==> src/rtl/serial_subtractor_pkg.sv <==
// Shared types and helpers for the bit-serial subtractor.
package serial_subtractor_pkg;

  // Controller states.
  typedef enum logic [1:0] {
    ST_IDLE  = 2'd0,
    ST_SHIFT = 2'd1,
    ST_DONE  = 2'd2
  } state_e;

  // Bit counter width: must be able to hold the value WIDTH.
  function automatic int unsigned cnt_width(input int unsigned w);
    return $clog2(w + 1);
  endfunction

endpackage

==> src/rtl/serial_subtractor_full_subtractor.sv <==
// Single-bit full subtractor cell: d = a - b - bi, with borrow-out.
module full_subtractor (
  input  logic a_i,
  input  logic b_i,
  input  logic bi_i,
  output logic d_c,
  output logic bo_c
);

  // Difference bit and borrow generate/propagate.
  always_comb begin
    d_c  = a_i ^ b_i ^ bi_i;
    bo_c = (~a_i & b_i) | (~(a_i ^ b_i) & bi_i);
  end

endmodule

==> src/rtl/serial_subtractor.sv <==
// Bit-serial unsigned subtractor D = A - B - BIN, LSB first, behind a
// start/busy/done handshake. One full-subtractor cell, registered borrow.
module serial_subtractor
  import serial_subtractor_pkg::*;
#(
  parameter int unsigned WIDTH = 8
) (
  input  logic             clk,
  input  logic             rst_n,
  input  logic             start,
  input  logic [WIDTH-1:0] A,
  input  logic [WIDTH-1:0] B,
  input  logic             BIN,
  output logic             busy,
  output logic             done,
  output logic [WIDTH-1:0] D,
  output logic             BOUT
);

  localparam int unsigned CNT_W = cnt_width(WIDTH);

  state_e           state_q, state_d;
  logic [CNT_W-1:0] cnt_q, cnt_d;
  logic [WIDTH-1:0] a_sr_q, a_sr_d;
  logic [WIDTH-1:0] b_sr_q, b_sr_d;
  logic [WIDTH-1:0] res_q, res_d;
  logic [WIDTH-1:0] d_q, d_d;
  logic             borrow_q, borrow_d;
  logic             bout_q, bout_d;
  logic             busy_q, busy_d;
  logic             done_q, done_d;
  logic             fs_d, fs_bo;

  full_subtractor u_fs (
    .a_i  (a_sr_q[0]),
    .b_i  (b_sr_q[0]),
    .bi_i (borrow_q),
    .d_c  (fs_d),
    .bo_c (fs_bo)
  );

  // Next-state, datapath and output-register next values.
  always_comb begin
    state_d  = state_q;
    cnt_d    = cnt_q;
    a_sr_d   = a_sr_q;
    b_sr_d   = b_sr_q;
    res_d    = res_q;
    borrow_d = borrow_q;
    d_d      = d_q;
    bout_d   = bout_q;
    busy_d   = 1'b0;
    done_d   = 1'b0;

    case (state_q)
      ST_IDLE: begin
        if (start) begin
          a_sr_d   = A;
          b_sr_d   = B;
          borrow_d = BIN;
          cnt_d    = '0;
          busy_d   = 1'b1;
          state_d  = ST_SHIFT;
        end
      end
      ST_SHIFT: begin
        busy_d   = 1'b1;
        // New difference bit enters at the MSB so the LSB-first stream lands in place.
        res_d    = (res_q >> 1) | (WIDTH'(fs_d) << (WIDTH - 1));
        a_sr_d   = a_sr_q >> 1;
        b_sr_d   = b_sr_q >> 1;
        borrow_d = fs_bo;
        cnt_d    = cnt_q + CNT_W'(1);
        if (cnt_q == CNT_W'(WIDTH - 1)) begin
          state_d = ST_DONE;
        end
      end
      ST_DONE: begin
        busy_d  = 1'b1;
        done_d  = 1'b1;
        d_d     = res_q;
        bout_d  = borrow_q;
        state_d = ST_IDLE;
      end
      default: begin
        state_d = ST_IDLE;
      end
    endcase
  end

  // State and datapath registers; reset clears everything.
  always_ff @(posedge clk or negedge rst_n) begin
    if (!rst_n) begin
      state_q  <= ST_IDLE;
      cnt_q    <= '0;
      a_sr_q   <= '0;
      b_sr_q   <= '0;
      res_q    <= '0;
      borrow_q <= 1'b0;
      d_q      <= '0;
      bout_q   <= 1'b0;
      busy_q   <= 1'b0;
      done_q   <= 1'b0;
    end else begin
      state_q  <= state_d;
      cnt_q    <= cnt_d;
      a_sr_q   <= a_sr_d;
      b_sr_q   <= b_sr_d;
      res_q    <= res_d;
      borrow_q <= borrow_d;
      d_q      <= d_d;
      bout_q   <= bout_d;
      busy_q   <= busy_d;
      done_q   <= done_d;
    end
  end

  assign busy = busy_q;
  assign done = done_q;
  assign D    = d_q;
  assign BOUT = bout_q;

endmodule

==> config.mk <==
export PLATFORM = sky130hd
export DESIGN_NAME = serial_subtractor
export DESIGN_NICKNAME = d
export VERILOG_FILES = /design/src/rtl/serial_subtractor_pkg.sv /design/src/rtl/serial_subtractor_full_subtractor.sv /design/src/rtl/serial_subtractor.sv
export SDC_FILE = /design/constraint.sdc
export NUM_CORES = 1
export LEC_CHECK = 0
export CAP_MARGIN = 20
export CORE_MARGIN = 4
export CORE_UTILIZATION = 53
export DETAILED_ROUTE_END_ITERATION = 12
export GPL_ROUTABILITY_DRIVEN = 0
export GPL_TIMING_DRIVEN = 0
export PLACE_DENSITY = 0.87
export SLEW_MARGIN = 15
export SYNTH_ARGS = -nofsm -noshare
export SYNTH_HDL_FRONTEND = slang
export SYNTH_SLANG_ARGS = --single-unit
==> constraint.sdc <==
create_clock -name clk -period 2 [get_ports clk]
set_input_delay 0.4 -clock clk [delete_from_list [all_inputs] [get_ports clk]]
set_output_delay 0.4 -clock clk [all_outputs]
set_load 0.02 [all_outputs]
==> metrics.csv, run 1 <==
metric,value,unit
status,finished clean,
Yosys reg bits,42,
number of flops mapped to enable cells by yosys,0,
Clk pwr share,14.3,%
Die W,69.3,um
CTS tree,yes,
"Max FO, Critical Path",10,
initial antenna violation count,0,
clk sinks,42,
Synth Net Count,187,
Tot Pwr,3.97,mW
PortBufs,30,
CP endpoint kind,flip-flop,
area delta synth->final,23.6,%
"Largest stage delay, worst path",0.44,ns
"top cells by count, synth","42 x dfrtp_1, 21 x nand2_1, 18 x mux2_2, 15 x mux2i_1, 14 x o21ai_2",
P_int,2.49,mW
Top Ports,31,
P_sw,1.48,mW
DIE AREA,0.00480,sq mm
Total Neg Setup Slack,0,ns
Switching Fraction,37.2,%
Area after DPL,0.00237,sq mm
skew final,0.00503,ns
origin of the worst setup path,state_q[0]$_DFFE_PN0P_,
sequential element share of the synthesized area,52.8,%
first-pass GRT wire length,6.42,mm
Tot GR Track Use,16.6,%
Total Nets Final,225,
final setup violation count,0,
cell taking the most area after synthesis,dfrtp_1,
Power Density,1610,mW/mm^2
Logic pwr share,47.9,%
unrepaired setup endpoints after global routing,no,
WHS,0.0194,ns
Post-Place Cells,239,
finished layout cell area,0.00246,sq mm
CTS buffer count,5,
top_reg_cell synth,dfrtp_1,
Worst Reg-to-Reg Cells,6,
largest net degree at the start of global routing,27,
latest clock arrival within the worst-skew pair,0.30,ns
P_leak,1.08,nW
Pins Over Slew Limit,0,
hold-fix buffers at CTS,0,
sequential share of power,37.8,%
Clock Tree Buf Depth,2,
Cell variety after synth,28,
clock slew at reported path FFs,0.08,ns
CP Cell Sequence,inv_1 > ha_1 > buf_6 > mux2i_4 > buf_6 > o21ai_2,
vias per cell,5.43,
# diodes,0,
max_cap viols,0,
vias in the first global route,1463,
"Req. time, crit path",2.19,ns
DR vias,1341,
# Post-CTS Setup Buffers,0,
Crit Path Category,reg2reg,
DR WL/cell,14.6,um
H-tree Lvls,2,
Yosys top cell area share,52.8,%
PostCTS Resize Cnt,0,
Worst Tran Pin Value,0.416,ns
Syn Area/Cell,12.4,sq um
Max-Slew Margin vs Limit,72.2,%
Die Y,69.3,um
Cells after Synth,160,
Core Region,0.00363,sq mm
period utilization,84.2,%
CP max stage cell,dfrtp_1,
maximum clock frequency,594,MHz
share of layout cells above drive strength 1,27.1,%
worst vdd rail ir drop,0.738,mV
synthesized area,0.00199,sq mm
Root Driver,clkbuf_8,
Async SR Flop Fraction,100,%
most frequent CP cell,buf_6,
FF-to-FF End,b_sr_q[6]$_DFFE_PN0P_,
grt ovf,0,
worst endpoint data arrival time,1.87,ns
R2R Setup Slk,0.32,ns
Tmin final,1.68,ns
Yosys warning count,0,
1st-iter DRT viols,91,
effective utilization at floorplan,54.8,%
DRT antenna net count,0,
final WL,3.61,mm
first-pass iteration count of the detailed router,4,
CP startpoint kind,flip-flop,
worst min path class,in2async,
final hold vios,0,
Post-DP HPWL,2.81,mm
RR Startpoint,state_q[0]$_DFFE_PN0P_,
Crit path max-delay family,buffers and inverters,
most frequent cell after synthesis,dfrtp_1,
Synth area leaders,"dfrtp_1 53%, mux2_2 10%, mux2i_1 7.5%, o21ai_2 6.2%, nand2_1 4.0%",
Post-Layout Cell Count,247,
# rows,22,
DR DRC count,0,
Bufs and invs on worst path,3,
kinds of logic after synthesis:
kind of cell / share of synthesized area (%)
flops: 52.8
compound gates: 10.6
buf+inv: 4.59
simple gates: 8.48
mux: 18.8
fa+ha+maj: 4.77
placed cells by master, fill, tap and decap left out:
| cell type | count |
|---|---|
| clkinv_2 | 1 |
| nand2_1 | 21 |
| buf_6 | 4 |
| nor2b_4 | 1 |
| a311oi_1 | 1 |
| nand4b_1 | 1 |
| mux2_2 | 18 |
| o21ai_2 | 14 |
| a31o_2 | 1 |
| a31oi_1 | 2 |
| a21oi_1 | 3 |
| o21ai_0 | 3 |
| mux2i_1 | 15 |
| clkbuf_8 | 6 |
| ha_1 | 6 |
| fa_1 | 1 |
| nand3_1 | 2 |
| nor2b_1 | 2 |
| o31ai_1 | 1 |
| dfrtp_1 | 42 |
| inv_1 | 5 |
| a32o_1 | 1 |
| o21ai_1 | 2 |
| nand3b_1 | 3 |
| clkdlybuf4s50_1 | 29 |
| buf_12 | 1 |
| clkinvlp_4 | 1 |
| nand2b_1 | 1 |
| mux2i_4 | 1 |
| buf_4 | 1 |
| nor2_1 | 3 |
| nor3_1 | 1 |
| buf_2 | 5 |
power by group through the flow:
stage	clock, mW	sequential [mW]	combinational [mW]
5_1_grt	0.622	1.56	2.09
6_report	0.567	1.50	1.90
2_1_floorplan	0	1.58	1.28
4_1_cts	0.579	1.51	1.93
3_3_place_gp	0	1.48	1.81
3_5_place_dp	0	1.53	1.93
state kept, by name, summed over array words and instances, names as in the netlist, 2 cells and up:
name and cells:
D 8, a_sr_q 8, b_sr_q 8, cnt_q 4, res_q 8, state_q 2
metal layers:
metal  track usage (%)  vias to the layer above  wire length [um]
li1                  -                      632                 -
met1              18.0                      653              1370
met2              30.0                       49              1940
met3              5.07                        7               237
met4              6.72                        0                68
met5                 0                        -                 0
through the flow:
stage / worst slack (ns) / utilization, %
after floorplan: 0.502 / -
after global placement: -0.418 / 64.7
after detailed placement: 0.153 / 65.2
after CTS: 0.309 / 67.8
after global routing: 0.204 / 67.8
final: 0.316 / 67.8
worst max-delay path by stage:
stage	to	slack (ns)	cells past startpoint
after CTS	b_sr_q[6]$_DFFE_PN0P_	0.31	6
after global placement	a_sr_q[7]$_DFFE_PN0P_	-0.42	1
after floorplan	state_q[1]$_DFFE_PN0P_	0.50	6
after detailed placement	state_q[1]$_DFFE_PN0P_	0.15	4
final	b_sr_q[6]$_DFFE_PN0P_	0.32	6
after global routing	b_sr_q[4]$_DFFE_PN0P_	0.20	6
cell type report:
type / count / area [sq um]
Multi-Input combinational cell: 104 / 850
Tap cell: 48 / 60.1
Clock inverter: 2 / 12.5
Fill cell: 296 / 1170
Sequential cell: 42 / 1050
Timing Repair Buffer: 31 / 315
Clock buffer: 6 / 82.6
Inverter: 5 / 18.8
Buffer: 9 / 72.6
Power figures use the tool's default switching activity.
==> inputs of run 2 (changes only) <==
Clock period 2 ns to 1.6 ns, I/O delays scaled along.
==> run 2 against run 1 <==
- the run now ends with setup timing left
- global-route usage grew 0.86 points
- final area grew 8.2%
- setup slack got worse by 0.32 ns
- wire length up 12%
- power is 38% higher
- sequential power is 25% higher
- critical endpoint is now cnt_q[1]$_DFFE_PN0P_
==> metrics.csv, run 2 (synthesis results as in run 1) <==
metric,value,unit
"Largest stage delay, worst path",0.42,ns
filler instances,252,
Post-Layout Cell Count,263,
largest net degree at the start of global routing,27,
CTS tree,yes,
R2R Setup Slk,-0.008,ns
CP Cell Sequence,inv_2 > ha_4 > buf_8 > mux2i_4 > buf_4 > buf_4 > a32o_1,
CTS buffer count,5,
CP endpoint kind,flip-flop,
P_leak,1.26,nW
status,"complete, but fails checks",
Pins Over Slew Limit,0,
Core Region,0.00363,sq mm
H-tree Lvls,2,
worst min path class,in2async,
DRT antenna net count,0,
final hold vios,0,
vias in the first global route,1495,
area delta synth->final,33.7,%
most frequent CP cell,buf_4,
"Req. time, crit path",1.78,ns
first-pass GRT wire length,6.73,mm
initial antenna violation count,0,
# rows,22,
Post-DP HPWL,2.81,mm
Worst Reg-to-Reg Cells,7,
failing checks,setup timing,
latest clock arrival within the worst-skew pair,0.29,ns
clk sinks,42,
Root Driver,clkbuf_8,
DIE AREA,0.00480,sq mm
Worst Tran Pin Value,0.431,ns
grt ovf,0,
Die W,69.3,um
1st-iter DRT viols,108,
"Max FO, Critical Path",7,
unrepaired setup endpoints after global routing,yes,
Top Ports,31,
Crit Path Category,reg2reg,
DP Worst Slack,-0.167,ns
most frequent cells in the layout,"42 x dfrtp_1, 21 x clkdlybuf4s50_1, 18 x mux2_2",
CP max stage cell,dfrtp_1,
effective utilization at floorplan,54.8,%
RR Startpoint,state_q[0]$_DFFE_PN0P_,
Total Nets Final,241,
max_cap viols,0,
first-pass iteration count of the detailed router,4,
CP startpoint kind,flip-flop,
finished layout cell area,0.00266,sq mm
share of layout cells above drive strength 1,36.3,%
Tmin final,1.61,ns
maximum clock frequency,622,MHz
final WL,4.05,mm
Crit path max-delay family,buffers and inverters,
vias per cell,5.44,
DR DRC count,0,
Clock Tree Buf Depth,2,
DR vias,1431,
worst vdd rail ir drop,0.950,mV
"commonest non-fill, non-tap cell in the layout",dfrtp_1,
DR WL/cell,15.4,um
Post-Place Cells,239,
clock slew at reported path FFs,0.08,ns
PortBufs,30,
worst endpoint data arrival time,1.79,ns
Area after DPL,0.00237,sq mm
Die Y,69.3,um
Power Density,2050,mW/mm^2
final setup violation count,1,
# diodes,0,
Setup WS post-layout,-0.00825,ns
period utilization,101,%
FF-to-FF End,cnt_q[1]$_DFFE_PN0P_,
Max-Slew Margin vs Limit,71.1,%
Tot GR Track Use,17.5,%
origin of the worst setup path,state_q[0]$_DFFE_PN0P_,
Bufs and invs on worst path,4,
skew final,0.00403,ns
[run 2: metrics by stage]
step / util [%] / power (mW) / TNS, ns / hold slack [ns]
5_1_grt: 73.3 / 5.86 / -0.735 / 0.496
2_1_floorplan: - / 3.58 / 0 / 0.0244
6_report: 73.3 / 5.46 / -0.00825 / 0.479
3_5_place_dp: 65.2 / 4.32 / -2.21 / 0.265
4_1_cts: 70.1 / 5.23 / 0 / 0.479
3_3_place_gp: 64.7 / 4.12 / -32.18 / 0.460
[run 2: worst max-delay path by stage]
stage	end	slack (ns)	depth (start not counted)
after floorplan	state_q[1]$_DFFE_PN0P_	0.10	6
after global placement	a_sr_q[7]$_DFFE_PN0P_	-0.74	1
after detailed placement	state_q[1]$_DFFE_PN0P_	-0.17	4
after CTS	D[4]	0.004	1
after global routing	b_sr_q[1]$_DFFE_PN0P_	-0.06	8
final	cnt_q[1]$_DFFE_PN0P_	-0.008	7
[run 2: power by group]
part / internal (mW) / switching [mW]
Sequential: 1.57 / 0.315
Clock: 0.347 / 0.359
Combinational: 1.54 / 1.33
[run 2: area by class of cell]
class / instances / area (sq um) / area share, %
clock inverter: 2 / 12.5 / 0.470
clock buffer: 6 / 82.6 / 3.10
timing repair buffer: 47 / 470 / 17.7
sequential: 42 / 1050 / 39.5
buffer: 9 / 91.3 / 3.43
multi-input combinational: 104 / 877 / 32.9
inverter: 5 / 18.8 / 0.705
tap: 48 / 60.1 / 2.25
[run 2: what timing repair did]
action,in CTS,in global routing
cloned,2,0
hold buffers,1,0
endpoints found under the hold margin,16,0
buffers inserted,7,6
pin swaps,0,1
endpoints found under the setup margin,18,26
resized for setup,6,22
[run 2: layer usage]
metal / vias to the layer above / global-route usage [%] / share of wire, %
met2: 53 / 31.8 / 53
met5: - / 0 / 0
met1: 702 / 19.3 / 39
met3: 8 / 4.93 / 5.3
met4: 0 / 6.29 / 2.4
li1: 668 / - / -
